--- config.mk ---
export PLATFORM = sky130hd
export DESIGN_NAME = l2_writeback_buffer
export DESIGN_NICKNAME = d
export VERILOG_FILES = /design/src/rtl/l2_writeback_buffer.sv
export SDC_FILE = /design/constraint.sdc
export NUM_CORES = 1
export LEC_CHECK = 0
export BUFFER_PORTS_ARGS = -buffer_cell sky130_fd_sc_hd__buf_2
export CORE_MARGIN = 1
export CORE_UTILIZATION = 45
export CTS_CLUSTER_DIAMETER = 30
export CTS_CLUSTER_SIZE = 40
export DETAILED_ROUTE_END_ITERATION = 10
export HOLD_SLACK_MARGIN = 0.08
export PLACE_DENSITY = 0.7
export SYNTH_ARGS = -nofsm -noshare
export SYNTH_HDL_FRONTEND = slang
export SYNTH_SLANG_ARGS = --single-unit
--- constraint.sdc ---
create_clock -name clk -period 9.4 [get_ports clk]
set_clock_uncertainty 0.2 [all_clocks]
set_input_delay 2.82 -clock clk [delete_from_list [all_inputs] [get_ports clk]]
set_output_delay 2.82 -clock clk [all_outputs]
set_load 0.02 [all_outputs]
--- src/rtl/l2_writeback_buffer.sv ---
// Posted-write buffer between L2 and dmem: circular FIFO with word-address
// coalescing, youngest-match read forwarding, req/ack drain and flush.
module l2_writeback_buffer #(
  parameter int unsigned DEPTH  = 4,
  parameter int unsigned ADDR_W = 32,
  parameter int unsigned DATA_W = 32
) (
  input  logic                       clk,
  input  logic                       reset,
  input  logic                       wb_valid,
  input  logic [ADDR_W-1:0]          wb_addr,
  input  logic [DATA_W-1:0]          wb_data,
  output logic                       wb_ready,
  input  logic [ADDR_W-1:0]          rd_addr,
  output logic                       rd_hit,
  output logic [DATA_W-1:0]          rd_data,
  output logic                       mem_req,
  output logic [ADDR_W-1:0]          mem_addr,
  output logic [DATA_W-1:0]          mem_wdata,
  input  logic                       mem_ack,
  input  logic                       flush,
  output logic                       flush_done,
  output logic [$clog2(DEPTH+1)-1:0] count
);

  localparam int unsigned PTR_W = $clog2(DEPTH);
  localparam int unsigned CNT_W = $clog2(DEPTH+1);

  localparam logic [0:0] S_IDLE = 1'b0;
  localparam logic [0:0] S_BUSY = 1'b1;

  logic [0:0]        state;
  logic [ADDR_W-1:0] ent_addr [DEPTH];
  logic [DATA_W-1:0] ent_data [DEPTH];
  logic [DEPTH-1:0]  ent_valid;
  logic [PTR_W-1:0]  wr_ptr;
  logic [PTR_W-1:0]  rd_ptr;
  logic              flush_pending;

  logic              coal_hit;
  logic [PTR_W-1:0]  coal_idx;
  logic              fwd_hit;
  logic [PTR_W-1:0]  fwd_idx;
  logic [PTR_W-1:0]  idx;

  logic              push;
  logic              push_new;
  logic              pop;
  logic              issue;
  logic              flush_req;
  logic              flush_fire;
  logic              unused_lsb;

  assign unused_lsb = ^rd_addr[1:0];

  assign wb_ready = (count != CNT_W'(DEPTH));
  assign push     = wb_valid && wb_ready;
  assign push_new = push && !coal_hit;
  assign pop      = (state == S_BUSY) && mem_ack;
  assign issue    = (state == S_IDLE) && (count != '0);

  // Walk oldest to youngest from rd_ptr so the last match found is the youngest.
  always_comb begin
    coal_hit = 1'b0;
    coal_idx = wr_ptr;
    fwd_hit  = 1'b0;
    fwd_idx  = rd_ptr;
    idx      = rd_ptr;
    for (int unsigned k = 0; k < DEPTH; k++) begin
      idx = rd_ptr + PTR_W'(k);
      if (ent_valid[idx] && (ent_addr[idx][ADDR_W-1:2] == wb_addr[ADDR_W-1:2]) &&
          !((state == S_BUSY) && (k == 0))) begin
        coal_hit = 1'b1;
        coal_idx = idx;
      end
      if (ent_valid[idx] && (ent_addr[idx][ADDR_W-1:2] == rd_addr[ADDR_W-1:2])) begin
        fwd_hit = 1'b1;
        fwd_idx = idx;
      end
    end
  end

  assign rd_hit  = fwd_hit;
  assign rd_data = fwd_hit ? ent_data[fwd_idx] : '0;

  assign flush_req  = flush || flush_pending;
  assign flush_fire = flush_req && (count == '0) && (state == S_IDLE);

  always_ff @(posedge clk or negedge reset) begin
    if (!reset) begin
      for (int unsigned i = 0; i < DEPTH; i++) begin
        ent_addr[i] <= '0;
        ent_data[i] <= '0;
      end
      ent_valid     <= '0;
      wr_ptr        <= '0;
      rd_ptr        <= '0;
      count         <= '0;
      state         <= S_IDLE;
      mem_req       <= 1'b0;
      mem_addr      <= '0;
      mem_wdata     <= '0;
      flush_pending <= 1'b0;
      flush_done    <= 1'b0;
    end else begin
      if (push) begin
        if (coal_hit) begin
          ent_data[coal_idx] <= wb_data;
        end else begin
          ent_addr[wr_ptr]  <= wb_addr;
          ent_data[wr_ptr]  <= wb_data;
          ent_valid[wr_ptr] <= 1'b1;
          wr_ptr            <= wr_ptr + 1'b1;
        end
      end

      if (pop) begin
        ent_valid[rd_ptr] <= 1'b0;
        rd_ptr            <= rd_ptr + 1'b1;
      end

      case ({push_new, pop})
        2'b10:   count <= count + CNT_W'(1);
        2'b01:   count <= count - CNT_W'(1);
        default: count <= count;
      endcase

      case (state)
        S_IDLE: begin
          if (issue) begin
            // A same-edge coalesce into the head must reach dmem, not the stale word.
            mem_addr  <= ent_addr[rd_ptr];
            mem_wdata <= (push && coal_hit && (coal_idx == rd_ptr)) ? wb_data
                                                                    : ent_data[rd_ptr];
            mem_req   <= 1'b1;
            state     <= S_BUSY;
          end
        end
        S_BUSY: begin
          if (mem_ack) begin
            mem_req <= 1'b0;
            state   <= S_IDLE;
          end
        end
        default: state <= S_IDLE;
      endcase

      flush_done    <= flush_fire;
      flush_pending <= flush_req && !flush_fire;
    end
  end

endmodule

==> flow_results.org, run 1 <==
** Floorplanning
- Die footprint :: between 50000 and 60000 um2
- Once the floorplan was initialized, standard cells occupied a little under half of the core.
- Core Box Area :: 48100 um2
- Die Wd :: 224 um
- During I/O placement, the number of pins put on the boundary was 204.
- Die Ht :: around 220 um
- Number of rows created at floorplan :: 80

** Setup path
- STA classifies the critical path endpoint as a primary output.
- CP max stage cell :: or4_4
- Max incr delay on CP :: 0.60 ns
- Largest driver fanout on the critical path :: 32
- Counting stages on the worst path, the most repeated cell is buf_2.
- STA classifies the critical path startpoint as a primary input.
- Data arrives at the worst endpoint at about 6.2 ns.
- The critical path is of the primary input to primary output type.
- At the worst endpoint, the required time is 6.38 ns.
- Walking the worst path, the cells encountered are buf_2 -> xnor2_1 -> nand4_1 -> or4_4 -> nor4_4 -> o31ai_1 -> a22oi_2 -> buf_12 -> mux4_1 -> and2_1 -> buf_2.

** Run status
- The flow ran to the end, and the final reports show no timing, DRC or antenna violations.

** CTS
- Clock-pin slew of the registers on the worst-case setup and hold paths :: roughly 0.040 ns
- In this run the clock root is driven by a clkbuf_16.
- CTS built an H-tree with a depth of 3.
- Cts hold-fix bufs :: 0
- For the worst-skew pair, the clock arrives at the later sink with an insertion delay of 0.63 ns.
- The longest clock path from root to sink contains 3 buffers.
- After clock tree synthesis, the setup repair step added 0 buffers.
- TritonCTS created 82 clock buffers.
- TritonCTS Sinks :: approximately 340
- Post-CTS repair changed the size of 0 cells.
- TritonCTS built the clock tree.

** Global routing
- Maximum number of pins on one net before global-route repair :: approximately 150
- Remaining global-route overflow :: 0
- Vias in the first global route :: 17.5k
- Wire length of the first global-routing pass :: 117000 um
- Overall track demand over capacity in global routing :: 31.9%
- Antenna violations before repair :: 4

** Timing
- Setup repair after global routing left no endpoint under its margin.
- In the final timing run, aggregate negative setup slack is 0 ns.
- The number of endpoints with negative hold slack in the final report was 0.
- On the final layout, the worst hold slack is 0.265 ns.
- Measured against its own limit, the worst slew margin works out to 26.1%.
- Finish-stage setup viols :: 0
- At the pin with the least slew margin, the transition time is 1.11 ns.
- The smallest clock period supported by the final layout is computed as 9.26 ns.
- Number of slew-limit violations in the final report :: 0
- Ratio of final minimum period to clock period :: 98.5%
- Post-route worst setup slack :: 0.138 ns
- Highest achievable clock rate :: 0.108 GHz

** Routing
- DR vias :: between 15k and 20k
- DRT Pass-1 Iters :: 6
- For this run, design rule violations remaining after detail routing come to 0.
- Overall routed net length :: 79100 um
- In this run, the number of DRC markers left after iteration 0 of detailed routing was 1797.
- Detail-routed via count per cell :: 6.28
- In this run the remaining antenna-violating nets after routing total 0.
- Routed wire per std cell :: around 28 um

** Finish
- Net count reported at finish :: approximately 2.2k
- From synthesis to final layout, the design area changed by 19.9%.
- The library cells used most frequently in the layout, excluding fill and tap cells, are dfrtp_1, nand2_1, mux2_2.
- Most frequent standard cell in the layout excluding fill and tap cells :: dfrtp_1
- The count of cells in the finished layout, fillers not included, comes to approximately 2.8k.
- Multi-input logic area :: ~13000 um2
- In the final layout, the share of cells above drive strength 1 is 35.8%.
- The sequential cells in the finished layout cover a total of 8390 um2.
- Filler Cells Inserted :: 3975
- Final Core Density :: 55.1%

** Placed design
- Number of buffers inserted by port buffering :: approximately 200
- Before CTS, the worst setup slack after placement is 0.170 ns.
- Post-detailed-placement half-perimeter wirelength :: ~56000 um
- At the end of routability-driven placement, the weighted congestion stood at a little over 1.
- Count of placed standard cells including taps :: 2638

** Logic synthesis
- Number of enable flip-flop cells after synthesis :: 0
- Of all flip-flops after synthesis, the portion carrying an async set or reset was 100%.
- Of the synthesized area, sequential elements account for 37.9%.
- Counting every instance in the synthesized netlist gives approximately 1.9k.
- Warnings, synthesis :: 0
- Netlist Area Pre-Place :: 22100 um2
- Of the total synthesized cell area, the portion taken by full adders, half adders and majority gates is 0.599%.
- Register bit total from synthesis :: 335
- When the netlist entered floorplanning its net count stood at 2011.
- The most used flip-flop cell after synthesis is dfrtp_1.
- dfrtp_1 takes more of the synthesized area than any other cell.
- Sorting the synthesized cells by area gives the leading types as dfrtp_1, mux4_2, mux2_2.
- Synth Area per Inst :: 11.7 um2
- The synthesized netlist devotes 9.22% of its cell area to XOR and XNOR gates.
- Post-synthesis mux area share :: 31.7%
- The synthesized netlist devotes under 10% of its cell area to compound gates.
- In this run, distinct cell masters in the synthesized netlist total 74.
- Simple-gate area share of the yosys netlist :: roughly 12%
- After synthesis, the largest family of logic cells by area is multiplexers.
- Of the post-synthesis cell area, the dominant cell type holds between 30% and 40%.

** Min path
- The min-delay analysis places its worst path in the category flop to flop.

** Power
- IR analysis of the VDD net gives a maximum drop of between 0.2 and 0.3 mV.
- Pleak :: between 0.01 and 0.015 uW
- Int Power :: 7370 uW
- Share of total power in sequential cells :: between 20% and 30%
- The clock network burns 22.1% of the power.
- Sw frac :: 43.4%
- The share of total power dissipated in combinational logic is 55.9%.
- Dividing total power by cell area gives a power density of 491 nW/um2.
- Summed over all nets, the switching power comes to 5660 uW.

** Run
- Total of max-cap violations :: 0
## final timing paths
check                                            endpoint  cells past startpoint  slack (ns)                     start
max in group asynchronous       mem_wdata[18]$_DFFE_PN0P_                      2        5.54                     reset
worst max-delay path                          rd_data[21]                     11        0.14                rd_addr[5]
worst min register to register   mem_addr[10]$_DFFE_PN0P_                      2        0.27  mem_addr[10]$_DFFE_PN0P_
worst max register to register   ent_data[61]$_DFFE_PN0P_                     14        2.70     rd_ptr[0]$_DFFE_PN0P_
min in group asynchronous        mem_addr[15]$_DFFE_PN0P_                      1        1.98                     reset
worst min-delay path             mem_addr[10]$_DFFE_PN0P_                      2        0.27  mem_addr[10]$_DFFE_PN0P_
## per-stage QoR
step | total power (uW) | area (um2)
4_1_cts | 13000 | 26500
5_1_grt | 13600 | 26500
3_5_place_dp | 9980 | 23700
6_report | 13000 | 26500
3_3_place_gp | 9870 | 23700
2_1_floorplan | 7750 | 22100
## cell type report
cell class / count / area share [%]
repair buffers: 235 / 5.17
multi-input cells: 1393 / 49.1
flip-flops and latches: 335 / 31.6
clock buffers: 98 / 8.26
diodes: 1 / 0.00943
inverters: 19 / 0.269
clock inverters: 46 / 2.47
well taps: 656 / 3.09
## critical path: cells and delay by family
family / cells / cell delay [ns]
simple gates: 4 / 1.41
buf+inv: 3 / 0.61
mux: 1 / 0.59
compound gates: 2 / 0.38
xor+xnor: 1 / 0.35
## registers in the layout, indices dropped and copies added, names as in the netlist
signal,count
ent_data,128
rd_ptr,2
count,3
flush_pending,1
state,1
flush_done,1
mem_req,1
ent_valid,4
ent_addr,128
wr_ptr,2
mem_addr,32
mem_wdata,32
## cells by family after synthesis
group                      count (synthesis)
DFF                                      335
adders and majority gates                 10
xor gates and xnor gates                 233
and+or+nand+nor                          562
buffers and inverters                    172
AOI/OAI and AO/OA                        139
muxes                                    449
## power by group through the flow
stage	combinational [uW]	clock (uW)	sequential [uW]
3_5_place_dp	7130	0	2850
6_report	7280	2880	2870
2_1_floorplan	4970	0	2780
5_1_grt	7610	2990	2970
4_1_cts	7200	2910	2850
3_3_place_gp	7100	0	2760
## cell usage after synthesis (all sizes together), types with 5 or more instances
cell type and n:
buf 80, a21oi 14, mux2i 64, dfrtp 335, mux2 207, nand4 65, a311o 32, inv 18
ha 9, nor4 22, nand3 16, nand2 298, a22oi 7, nor2 25, nor3 38, mux4 178
o211ai 5, nand2b 7, clkbuf 73, xor2 43, and2 70, o21ai 38, xnor2 190
## metal layers
layer | track usage [%] | vias to the layer above | wire length, um
met4 | 10.3 | 6 | 2360
li1 | - | 7356 | -
met5 | 0 | - | 37
met1 | 44.1 | 9161 | 33100
met2 | 50.4 | 814 | 37300
met3 | 6.34 | 130 | 6230
Power figures use the tool's default switching activity.
==> inputs of run 2 (changes only) <==
==> constraint.sdc (replaced) <==
create_clock -name clk -period 9.4 [get_ports clk]
set_clock_uncertainty 0.2 [all_clocks]
set_input_delay 2.82 -clock clk [delete_from_list [all_inputs] [get_ports clk]]
set_output_delay 2.82 -clock clk [all_outputs]
set_load 0.005 [all_outputs]
==> run 2 against run 1 <==
Maximum frequency up 0.32%. Critical path type unchanged. Critical path depth up 1. Clock power about the same. Sequential cell count unchanged. Die area unchanged. Cell count up 0.43%. Via count up 0.17%. Worst hold slack worse by 0.0014 ns.
==> flow_results.org, run 2 (synthesized netlist as in run 1, its figures left out) <==
** Global routing
- The number of global-route vias before repair was 17.7k.
- Antenna violations before repair :: 8
- Maximum number of pins on one net before global-route repair :: 153
- Wire length of the first global-routing pass :: 118000 um
- Global routing used 32.3% of the available tracks across all layers.
- After global routing the overflow that remains totals 0.

** Power
- Power spread over the standard cell area amounts to between 400 and 500 nW/um2.
- The analysis attributes to cell leakage a power of ~0.011 uW.
- Overall power of the completed layout :: 12900 uW
- IR analysis of the VDD net gives a maximum drop of 0.234 mV.

** Routing
- Iteration-0 DRC count of the detailed router :: 1759
- After detailed routing, the number of remaining DRC violations is 0.
- Before antenna repair, the detailed router went through 6 iterations.
- Routed Antenna Nets :: 0
- After detailed routing, the average wire length per cell comes to 28.2 um.
- Dividing the detail-routed via count by the number of cells gives 6.26.
- Summed over all layers, the routed wires come to 78900 um.
- The detailed router placed 17.5k vias in this run.

** Timing
- Aggregate negative setup slack :: 0 ns
- Post-route worst setup slack :: 0.168 ns
- The max-slew violation count was 0.
- Slew at the pin with the worst max-slew slack :: 1.05 ns
- Min Clock Period, post-route :: 9.23 ns
- The number of endpoints with negative hold slack in the final report was 0.
- Ratio of final minimum period to clock period :: 98.2%
- Headroom to the max-slew limit came out at 29.0%.
- Highest achievable clock rate :: approximately 0.11 GHz
- Unrepaired setup endpoints after global routing :: no
- Setup violations remaining at the end of the flow were counted as 0.

** Floorplanning
- Number of rows created at floorplan :: 80
- Once the floorplan was initialized, standard cells occupied 46.0% of the core.
- For this design the top-level I/O count stands at a little over 200.
- Core Box Area :: 48100 um2
- Measured along the x axis, the die boundary spans 224 um.
- Die footprint :: 50100 um2
- Die Ht :: 224 um

** Setup path
- For this run, the slowest stage of the critical path takes 0.60 ns.
- Worst EP arrival :: between 6 and 7 ns
- CP max stage cell :: or4_4
- Critical Path Source Type :: primary input
- Worst setup path class :: primary input to primary output
- In this run the worst path has a maximum fanout of 17.
- CP cell instances :: buf_2 -> xnor2_1 -> nand4_1 -> or4_4 -> nor4_4 -> o31ai_1 -> a22oi_2 -> buf_12 -> buf_12 -> mux4_1 -> and2_1 -> buf_2
- For the worst setup path, the data required time is ~6.4 ns.
- The worst setup path is captured at a primary output.

** CTS
- Once the clock tree was built, the resizer swapped 0 gates to a different size.
- Counting every sink on the clock net gives 335.
- The clock passes through at most 3 buffers.
- Root Buffer :: clkbuf_16
- The H-tree was split into 3 levels.
- Clock-pin slew of the registers on the worst-case setup and hold paths :: 0.04 ns
- Post-CTS setup buffer count :: 0
- Worst-Skew Late Latency :: 0.63 ns
- TritonCTS built the clock tree.
- Cts hold-fix bufs :: 0
- Counting the buffers created by CTS gives 80.

** Placed design
- Number of buffers inserted by port buffering :: 201
- At the end of routability-driven placement, the weighted congestion stood at 1.04.
- Placement Setup Slack :: between 0.2 and 0.25 ns
- The wire-length estimate of the detail-placed layout is 55600 um.
- In this run the cell area measured after placement is approximately 24000 um2.

** Finish
- The top cell types in the final layout, fill and taps aside, are dfrtp_1, nand2_1, mux2_2.
- Of the cells placed in the final design, the portion with a size suffix greater than 1 is between 30 and 40%.
- Net count reported at finish :: 2181
- The area growth from synthesis to layout is 19.9%.
- Final Core Density :: 55.1%
- In the final layout, the registers with the most flip-flops are ent_addr (128), ent_data (128).
- The library cell used most frequently in the layout, excluding fill and tap cells, is dfrtp_1.
- Post-Layout Inst Area :: around 27000 um2

** Run
- Total of max-cap violations :: 0

** Run status
- The run finished with clean final reports.

** Min path
- The path class of the tightest hold or removal check is flop to flop.
## run 2: cell types whose count changed in the layout (fill, tap and decap cells not counted), sizes merged
cell and change:
clkinv -6, bufinv -2, diode +2, clkinvlp -2, inv +4, clkbuf +10, buf +6
## run 2: report_power, final
group          internal (uW)  switching, uW  leakage (uW)
clock                   1940            905       0.00137
sequential              2170            669       0.00405
combinational           3280           3930       0.00573
total                   7400           5510        0.0112
## run 2: area by class of cell
type	instances	area [um2]
fill	4018	21600
multi-input combinational	1393	13000
sequential	335	8390
clock buffer	108	2270
timing repair buffer	241	1400
tap	656	821
clock inverter	40	544
inverter	19	71.3
antenna	3	7.51
## run 2: worst paths after layout
kind | from | to | slack (ns) | depth (start not counted)
setup / recovery | rd_addr[5] | rd_data[21] | 0.17 | 12
max in group asynchronous | reset | ent_data[60]$_DFFE_PN0P_ | 5.61 | 2
hold reg to reg | mem_addr[7]$_DFFE_PN0P_ | mem_addr[7]$_DFFE_PN0P_ | 0.26 | 2
min in group asynchronous | reset | mem_addr[6]$_DFFE_PN0P_ | 2.00 | 1
hold / removal | mem_addr[7]$_DFFE_PN0P_ | mem_addr[7]$_DFFE_PN0P_ | 0.26 | 2
setup reg to reg | rd_ptr[1]$_DFFE_PN0P_ | ent_data[59]$_DFFE_PN0P_ | 2.72 | 14
## run 2: worst max-delay path, delay by kind of cell
| kind | cells | cell delay, ns |
|---|---|---|
| buf+inv | 4 | 0.70 |
| xor+xnor | 1 | 0.31 |
| simple gates | 4 | 1.41 |
| compound gates | 2 | 0.38 |
| mux | 1 | 0.54 |
## run 2: per-layer routing
| metal | GRT usage [%] | up-vias | routed length [um] |
|---|---|---|---|
| li1 | - | 7366 | - |
| met1 | 44.3 | 9128 | 33000 |
| met2 | 50.2 | 822 | 36800 |
| met3 | 6.51 | 174 | 5960 |
| met4 | 13.5 | 6 | 3170 |
| met5 | 0 | - | 37 |
## run 2: metrics by stage
step / std cells / hold WS (ns)
final: 2795 / 0.264
after global routing: 2794 / 0.290
after CTS: 2792 / 0.269
after detailed placement: 2644 / 0.257
after global placement: 2644 / 0.253
after floorplan: 1900 / 0.265
==> inputs of run 3 (changes only) <==
--- a/config.mk
+++ b/config.mk
@@ -12,7 +12,7 @@
 export CTS_CLUSTER_SIZE = 40
 export DETAILED_ROUTE_END_ITERATION = 10
 export HOLD_SLACK_MARGIN = 0.08
-export PLACE_DENSITY = 0.7
+export PLACE_DENSITY = 0.75
 export SYNTH_ARGS = -nofsm -noshare
 export SYNTH_HDL_FRONTEND = slang
 export SYNTH_SLANG_ARGS = --single-unit
==> run 3 against run 2 <==
Wire length up 1.4%. Non-clock buffer count up 6. Critical path depth up 1. Via count up 1.7%. Critical path type unchanged.
==> flow_results.org, run 3 (synthesized netlist as in run 1, its figures left out) <==
** Run status
- The run finished with clean final reports.

** CTS
- Counting the buffers created by CTS gives 77.
- In this run, post-CTS hold repair placed 0 buffers.
- The cell sitting at the root of the clock tree is a clkbuf_16.
- In this run, post-CTS repair resized a total of 0 instances.
- The clock passes through at most 3 buffers.
- In this run the number of H-tree levels came out at 3.
- CTS tree :: yes
- After clock tree synthesis, the clock-pin slew on the worst setup and hold paths is approximately 0.050 ns.
- Post-CTS setup buffer count :: 0
- At the later pin of the worst-skew pair, clock insertion delay measures slightly above 0.6 ns.
- Counting every sink on the clock net gives 335.

** Setup path
- Launch point of the worst reg-to-reg path :: rd_ptr[1]$_DFFE_PN0P_
- For this run, the slowest stage of the critical path takes 0.60 ns.
- Critical Path Source Type :: primary input
- The worst setup path is captured at a primary output.
- Walking the worst path, the cells encountered are buf_2 -> xnor2_1 -> nand4_1 -> or4_4 -> nor4_4 -> buf_4 -> o31ai_1 -> a22oi_2 -> buf_12 -> buf_12 -> mux4_2 -> and2_1 -> buf_2.
- Worst setup path class :: primary input to primary output
- Counting both buffers and inverters, the worst setup path holds a total of 5.
- CP max stage cell :: or4_4
- Data on the critical path is required at its endpoint by 6.38 ns.
- Worst setup startpoint :: rd_addr[26]
- Of all nets on the critical path, the largest fanout is 15.
- STA puts the critical path data arrival time at 6.27 ns.
- Kind of cell adding the most delay to the critical path :: simple AND/OR/NAND/NOR gates

** Placed design
- Gp weighted congestion :: 1.05
- Placement Setup Slack :: 0.216 ns
- Once placement finished, the instance area stood at 23800 um2.
- Detailed placement finished with a half-perimeter wire length of ~56000 um.
- During placement, the flow inserted port buffers numbering 201.

** Routing
- The detailed router used layers up to and including met5.
- In the detailed route, the total length drawn on met3 is 6590 um.
- After detailed routing, the number of vias per cell comes to 6.36.
- Once detail routing completed, the nets flagged for antenna violations numbered 0.
- Met2 layer wire length in the routed design :: approximately 37000 um
- Iteration-0 DRC count of the detailed router :: 1902
- The detailed router put a total of 32500 um of wire on met1.
- Number of design rule violations left after detail routing :: 0
- After detailed routing, the total wire length is 80000 um.
- In the final routed layout, each cell accounts on average for roughly 29 um.
- The routed layout has 17.8k vias.
- The first detailed-routing pass ran for 6 iterations.

** Timing
- At the pin with the least slew margin, the transition time is 0.993 ns.
- Finish-stage setup viols :: 0
- Counting I/O delays and the setup requirement, the final critical path takes 9.29 ns.
- The number of endpoints with negative hold slack in the final report is 0.
- Setup repair after global routing left no endpoint under its margin.
- Summed over all failing endpoints, the final setup total negative slack is 0 ns.
- The max-slew violation count was 0.
- Highest achievable clock rate :: between 0.1 and 0.15 GHz
- Once routing completed, OpenROAD measured the worst setup slack at about 0.11 ns.
- Ratio of final minimum period to clock period :: 98.8%
- Measured against its own limit, the worst slew margin works out to 31.9%.

** Min path
- Worst min-delay path class :: flop to flop
- In this run the most critical hold path is launched from mem_addr[25]$_DFFE_PN0P_.

** Global routing
- Wire length of the first global-routing pass :: roughly 120000 um
- Vias in the first global route :: between 15k and 20k
- Entering global routing, the biggest net connects 115 pins.
- Summed over all layers, the global routing overflow is 0.
- The number of antenna violations at the first check in global routing is 8.
- Global routing consumed, over all layers together, 32.4% of the routing resources.

** Floorplanning
- The die covers 50100 um2.
- The floorplan step set the die height to 224 um.
- Number of rows created at floorplan :: 80
- 204 I/O pins were placed.
- Effective utilization at floorplan :: 46.0%
- The core region is roughly 48000 um2.
- The die is 224 um wide.

** Power
- VDD sags by at most 0.252 mV.
- Pleak :: 0.0112 uW
- Overall power of the completed layout :: 13000 uW
- In this run the power density over the cells is about 490 nW/um2.

** Finish
- The post-route netlist has 36.2% of its cells at a drive strength greater than 1.
- Area added between synthesis and finish :: 20.0%
- Registers with the most flip-flops :: ent_addr (128), ent_data (128)
- The library cells used most frequently in the layout, excluding fill and tap cells, are dfrtp_1, nand2_1, mux2_2.
- After the last flow step, the layout net total stands at approximately 2.2k.
- Once layout is done, the placed cells without fillers occupy 26600 um2.
- Most frequent standard cell in the layout excluding fill and tap cells :: dfrtp_1

** Run
- Across the run, the number of max-cap violations was 0.
-- run 3: changes by cell type in the layout (fill, tap and decap cells not counted), moves of 2 or more --
cell and delta:
clkbuf_8 -2, clkbuf_1 -5, clkbuf_16 -4, clkinv_2 -2
clkinvlp_4 +5, diode_2 +2, clkinv_16 +2, bufinv_16 +2
buf_4 +5
-- run 3: layout make-up --
cell class / instances / area, um2
Antenna cell: 5 / 12.5
Clock buffer: 97 / 2120
Clock inverter: 46 / 667
Fill cell: 3908 / 21600
Inverter: 19 / 71.3
Multi-Input combinational cell: 1393 / 13000
Sequential cell: 335 / 8390
Tap cell: 656 / 821
Timing Repair Buffer: 247 / 1460
-- run 3: worst reg2reg max path, stage by stage (launching register included) --
cell      delay [ns]
dfrtp_4         0.77
inv_1           0.33
ha_4            0.64
buf_12          0.31
buf_4           0.24
mux2i_1         0.14
a222oi_1        0.91
o211ai_1        0.17
nor4_1          0.63
nand4_1         0.40
nor3b_1         0.27
o21ai_0         0.25
o211ai_1        0.23
o31ai_4         0.27
buf_4           0.51
mux2_2          0.45
-- run 3: path summary, 6_finish.rpt --
path / depth (start not counted) / slack [ns] / end
setup / recovery: 13 / 0.11 / rd_data[1]
min in group asynchronous: 1 / 2.05 / ent_addr[23]$_DFFE_PN0P_
hold / removal: 2 / 0.27 / mem_addr[25]$_DFFE_PN0P_
max in group asynchronous: 2 / 5.43 / ent_addr[34]$_DFFE_PN0P_
setup reg to reg: 15 / 2.56 / ent_data[25]$_DFFE_PN0P_
hold reg to reg: 2 / 0.27 / mem_addr[25]$_DFFE_PN0P_
-- run 3: where the power goes --
part / leakage, uW / switching [uW] / internal [uW] / total (uW)
Combinational: 0.00576 / 3880 / 3320 / 7210
Clock: 0.00134 / 912 / 1920 / 2830
Sequential: 0.00405 / 748 / 2170 / 2920
-- run 3: per-stage QoR --
step / cells / hold WS (ns) / util, %
floorplan: 1900 / 0.265 / -
global placement: 2650 / 0.253 / 49.4
detailed placement: 2650 / 0.258 / 49.4
CTS: 2793 / 0.269 / 55.2
global route: 2796 / 0.294 / 55.2
finish: 2798 / 0.268 / 55.2
-- run 3: metal layers --
metal	GRT usage, %	vias to the layer above
met1	44.0	9286
met5	0	-
met4	13.9	2
met3	6.47	190
met2	50.5	935
li1	-	7389
